## src/rtl/freq_meter.sv

```systemverilog
// Gated frequency counter: counts synchronized rising edges of sig_in over a window of
// GATE_CYCLES clk cycles and reports the saturating count with a one-cycle valid pulse.
module freq_meter #(
  parameter int GATE_CYCLES = 100000000,
  parameter int GATE_BITS   = 27,
  parameter int CNT_BITS    = 32,
  parameter int SYNC_STAGES = 2
) (
  input  logic                clk,
  input  logic                rst,
  input  logic                sig_in,
  input  logic                start,
  input  logic                continuous,
  output logic [CNT_BITS-1:0] count_out,
  output logic                valid,
  output logic                overflow,
  output logic                busy
);

  typedef enum logic {
    IDLE    = 1'b0,
    MEASURE = 1'b1
  } state_t;

  localparam logic [GATE_BITS-1:0] GATE_LAST = GATE_BITS'(GATE_CYCLES - 1);
  localparam logic [GATE_BITS-1:0] GATE_ONE  = GATE_BITS'(1);
  localparam logic [CNT_BITS-1:0]  CNT_MAX   = {CNT_BITS{1'b1}};
  localparam logic [CNT_BITS-1:0]  CNT_ZERO  = {CNT_BITS{1'b0}};

  state_t                 state_r, state_s;
  logic [SYNC_STAGES-1:0] sync_r;
  logic                   prev_r;
  logic                   edge_s;
  logic                   sat_s;
  logic                   inc_s;
  logic [GATE_BITS-1:0]   gate_r, gate_s;
  logic [CNT_BITS-1:0]    edge_cnt_r, edge_cnt_s;
  logic                   ovf_r, ovf_s;
  logic [CNT_BITS-1:0]    count_s;
  logic                   overflow_s;
  logic                   valid_s;

  // Metastability synchronizer followed by a delay flop for rising-edge detection
  always_ff @(posedge clk or posedge rst) begin
    if (rst) begin
      sync_r <= {SYNC_STAGES{1'b0}};
      prev_r <= 1'b0;
    end else begin
      sync_r <= {sync_r[SYNC_STAGES-2:0], sig_in};
      prev_r <= sync_r[SYNC_STAGES-1];
    end
  end

  assign edge_s = sync_r[SYNC_STAGES-1] & ~prev_r;
  assign sat_s  = (edge_cnt_r == CNT_MAX);
  // An edge arriving on a saturated counter is dropped and flagged instead
  assign inc_s  = edge_s & ~sat_s;

  // Next-state, window counters and result capture
  always_comb begin
    state_s    = state_r;
    gate_s     = gate_r;
    edge_cnt_s = edge_cnt_r;
    ovf_s      = ovf_r;
    count_s    = count_out;
    overflow_s = overflow;
    valid_s    = 1'b0;
    case (state_r)
      IDLE: begin
        if (start || continuous) begin
          state_s    = MEASURE;
          gate_s     = {GATE_BITS{1'b0}};
          edge_cnt_s = CNT_ZERO;
          ovf_s      = 1'b0;
        end else begin
          state_s    = IDLE;
        end
      end
      MEASURE: begin
        if (gate_r == GATE_LAST) begin
          // The last window cycle's own edge is folded into the reported result
          count_s    = edge_cnt_r + {{(CNT_BITS-1){1'b0}}, inc_s};
          overflow_s = ovf_r | (edge_s & sat_s);
          valid_s    = 1'b1;
          gate_s     = {GATE_BITS{1'b0}};
          edge_cnt_s = CNT_ZERO;
          ovf_s      = 1'b0;
          state_s    = continuous ? MEASURE : IDLE;
        end else begin
          gate_s     = gate_r + GATE_ONE;
          edge_cnt_s = edge_cnt_r + {{(CNT_BITS-1){1'b0}}, inc_s};
          ovf_s      = ovf_r | (edge_s & sat_s);
          state_s    = MEASURE;
        end
      end
      default: begin
        state_s = IDLE;
      end
    endcase
  end

  // State, counters and registered outputs
  always_ff @(posedge clk or posedge rst) begin
    if (rst) begin
      state_r    <= IDLE;
      gate_r     <= {GATE_BITS{1'b0}};
      edge_cnt_r <= CNT_ZERO;
      ovf_r      <= 1'b0;
      count_out  <= CNT_ZERO;
      overflow   <= 1'b0;
      valid      <= 1'b0;
      busy       <= 1'b0;
    end else begin
      state_r    <= state_s;
      gate_r     <= gate_s;
      edge_cnt_r <= edge_cnt_s;
      ovf_r      <= ovf_s;
      count_out  <= count_s;
      overflow   <= overflow_s;
      valid      <= valid_s;
      busy       <= (state_s == MEASURE);
    end
  end

endmodule

```

## config.mk

```make
export PLATFORM = sky130hd
export DESIGN_NAME = freq_meter
export DESIGN_NICKNAME = d
export VERILOG_FILES = /design/src/rtl/freq_meter.sv
export SDC_FILE = /design/constraint.sdc
export NUM_CORES = 1
export LEC_CHECK = 0
export CAP_MARGIN = 20
export CORE_MARGIN = 4
export CORE_UTILIZATION = 30
export DETAILED_ROUTE_END_ITERATION = 16
export PLACE_DENSITY = 0.46
export SYNTH_ARGS = -nofsm -noshare
export SYNTH_HDL_FRONTEND = slang
export SYNTH_SLANG_ARGS = --single-unit
```

## constraint.sdc

```tcl
create_clock -name clk -period 3.08 [get_ports clk]
set_clock_uncertainty 0.05 [all_clocks]
set_input_delay 0.616 -clock clk [delete_from_list [all_inputs] [get_ports clk]]
set_output_delay 0.616 -clock clk [all_outputs]
set_load 0.01 [all_outputs]
```

==> qor.yml <==
worstSetupPathType: "reg2reg"
yosysSeqAreaShare_pct: 47.50
grt_pass1_vias: 4076
syn_area_mm2: 0.005162
worstMarginPinSlew_ns: 0.8761
synth_cell_types: 55
coreArea_mm2: 0.01670
power_density_mw_per_mm2: 570.6
die-area_mm2: 0.01937
ys_ff_latch: 98
synth-warning-count: 0
core.rowCount: 47
grt_max_degree: 60
cts.clk_slew.worst_paths_ns: 0.06
hp-class: "reg2reg"
cts-htree-levels: 3
cts_setup_buffers: 0
ir_drop_v: 0.0003255
max_freq_mhz: 354.5
fillers: 1700
grt.overflow.total: 0
synth.net_count: 559
first_iter_violations: 155
drv_slew: 0
relSlewSlack_pct: 41.05
pwr-share-clk_pct: 35.4
seqPwrFrac_pct: 45.7
clock_latency_ns: 0.35
p_int_mw: 2.551
post-route-drc-count: 0
ant_nets: 0
io_buffers: 39
cp.arrival_ns: 3.00
end_kind: "register"
antenna_cells: 0
dr.pass1.iters: 4
postSynthCellCount: 551
seqCellArea_mm2: 0.002452
hold_viol: 0
critPathSlowestCell: "or4_4"
multiInputGateArea_mm2: 0.002534
outcome: "finished, final reports clean"
cts_buffer_depth: 2
via_per_inst: 5.208
die_w_um: 139.2
finalSetupViolCount: 0
cpPeakStageDelay_ns: 0.61
final_nets: 608
root_buffer: "clkbuf_16"
grt_pass1_wl_um: 21760
swShare_pct: 29.39
worst-path-max-fanout: 5
initial_core_util_pct: 30.91
io_pins: 40
final_cell_mix: "dfrtp_1, a21oi_1, nor2_1"
hpwl_um: 9303
syn2layout_area_growth_pct: 22.66
grt_setup_unrepaired: "false"
comb_power_share_pct: 18.9
avgSynthCellArea_um2: 9.369
layout_min_cycle_time_ns: 2.821
path_buf_inv: 0
place_congestion: 0.8399
wl_per_cell_um: 16.06
drv_cap: 0
p_leak_nw: 2.690
switchingPower_mw: 1.062
synth-main-ff-cell: "dfrtp_1"
synth-edff-count: 0
vias: 4297
async_reset_ff_share_pct: 100.0
min_period_over_period_pct: 91.59
start_kind: "register"
cts_inserted_buffers: 9
die_y_um: 139.2
critPathRequiredTime_ns: 3.26
grt_use_total_pct: 13.85
fin_setup_tns_ns: 0
finish.utilization_pct: 37.92
finalWirelength_um: 13250
antenna_found_initial: 0
cts_num_sinks: 98
cts_tree: "yes"
crit_chain: "and4_1 -> nand2_1 -> nor4b_2 -> a21boi_0 -> ha_1 -> ha_1 -> nand3_2 -> or4_4 -> nor4_4 -> xnor2_1 -> a21oi_2"
crit_path_frequent_cell: "ha_1"
layout-drive-gt1-share_pct: 11.74
mostFrequentLayoutCell: "dfrtp_1"
critPathTopFamily: "simple AND/OR/NAND/NOR gates"
hold_buffers: 0
## sequential cells by signal, summed over array words and instances (netlist names)
signal / flops
valid: 1
prev_r: 1
state_r: 1
ovf_r: 1
gate_r: 27
overflow: 1
edge_cnt_r: 32
sync_r: 2
count_out: 32
## worst paths after layout
check,from,endpoint,slack [ns],cells after the start
setup / recovery,edge_cnt_r[22]$_DFFE_PP0P_,count_out[26]$_DFFE_PP0P_,0.26,11
hold reg to reg,sync_r[0]$_DFF_PP0_,sync_r[1]$_DFF_PP0_,0.32,0
hold / removal,sync_r[0]$_DFF_PP0_,sync_r[1]$_DFF_PP0_,0.32,0
setup reg to reg,edge_cnt_r[22]$_DFFE_PP0P_,count_out[26]$_DFFE_PP0P_,0.26,11
max in group asynchronous,rst,gate_r[0]$_DFFE_PP0P_,1.67,3
min in group asynchronous,rst,gate_r[23]$_DFFE_PP0P_,0.69,2
## kinds of logic after synthesis
logic type / synth area share, %
adders and majority gates: 0.7272
xor gates and xnor gates: 5.768
muxes: 0.6301
AOI/OAI and AO/OA: 17.47
and+or+nand+nor: 23.82
buffers and inverters: 4.072
DFF: 47.50
## what timing repair did
item / in CTS / in global routing
resized for setup: 0 / 3
setup endpoints to repair: 0 / 7
hold endpoints to repair: 0 / 0
## power by group through the flow
stage,registers (mW),logic [mW],clock network (mW)
after floorplan,1.61,0.487,0
after global placement,1.66,0.675,0
after detailed placement,1.67,0.684,0
after CTS,1.65,0.688,1.33
after global routing,1.68,0.759,1.38
final,1.65,0.683,1.28
## cell usage after synthesis, types with 4 or more instances
cell type  number  area (µm²)
a21o_1          4       30.03
a21oi_1        57       285.3
a22o_1          4       35.03
a31oi_1        36       225.2
and3_1         13       81.33
and4_1         14       122.6
buf_2          18       90.09
clkbuf_1       14       52.55
dfrtp_1        98        2452
inv_1          15       56.30
nand2_1        40       150.1
nand2b_1        9       56.30
nand3_1        23       115.1
nand4_1        18       112.6
nor2_1         45       168.9
nor3_1         11       55.05
nor4_1          8       50.05
o21ai_0        26       130.1
or3_1           8       50.05
xnor2_1        25       219.0
xor2_1          9       78.83
## cell type report
type	count	share of cell area, %
inverter	15	0.9484
tap	220	4.347
timing repair buffer	72	10.67
clock inverter	5	1.620
clock buffer	11	3.675
sequential	98	38.73
multi-input combinational	404	40.01
## metal layers
metal	routed length [µm]	GRT usage [%]	vias to the layer above	share of wire, %
met2	6664	23.70	89	50
met1	5974	17.68	2075	45
li1	-	-	2125	-
met5	0	0	-	0
met3	479	3.586	8	3.6
met4	128	3.090	0	0.97
## per-stage QoR
stage          setup WS [ns]  power [mW]  cells  instance area [µm²]  hold WS [ns]
2_1_floorplan        0.07798       2.100    551                 5166        0.2812
3_3_place_gp          0.2472       2.337    809                 5977        0.3104
3_5_place_dp          0.2010       2.356    809                 5977        0.3082
4_1_cts               0.1842       3.671    825                 6312        0.3237
5_1_grt              0.01277       3.822    825                 6332        0.3377
6_report              0.2590       3.613    825                 6332        0.3156
(Power assumes the default switching activity.)
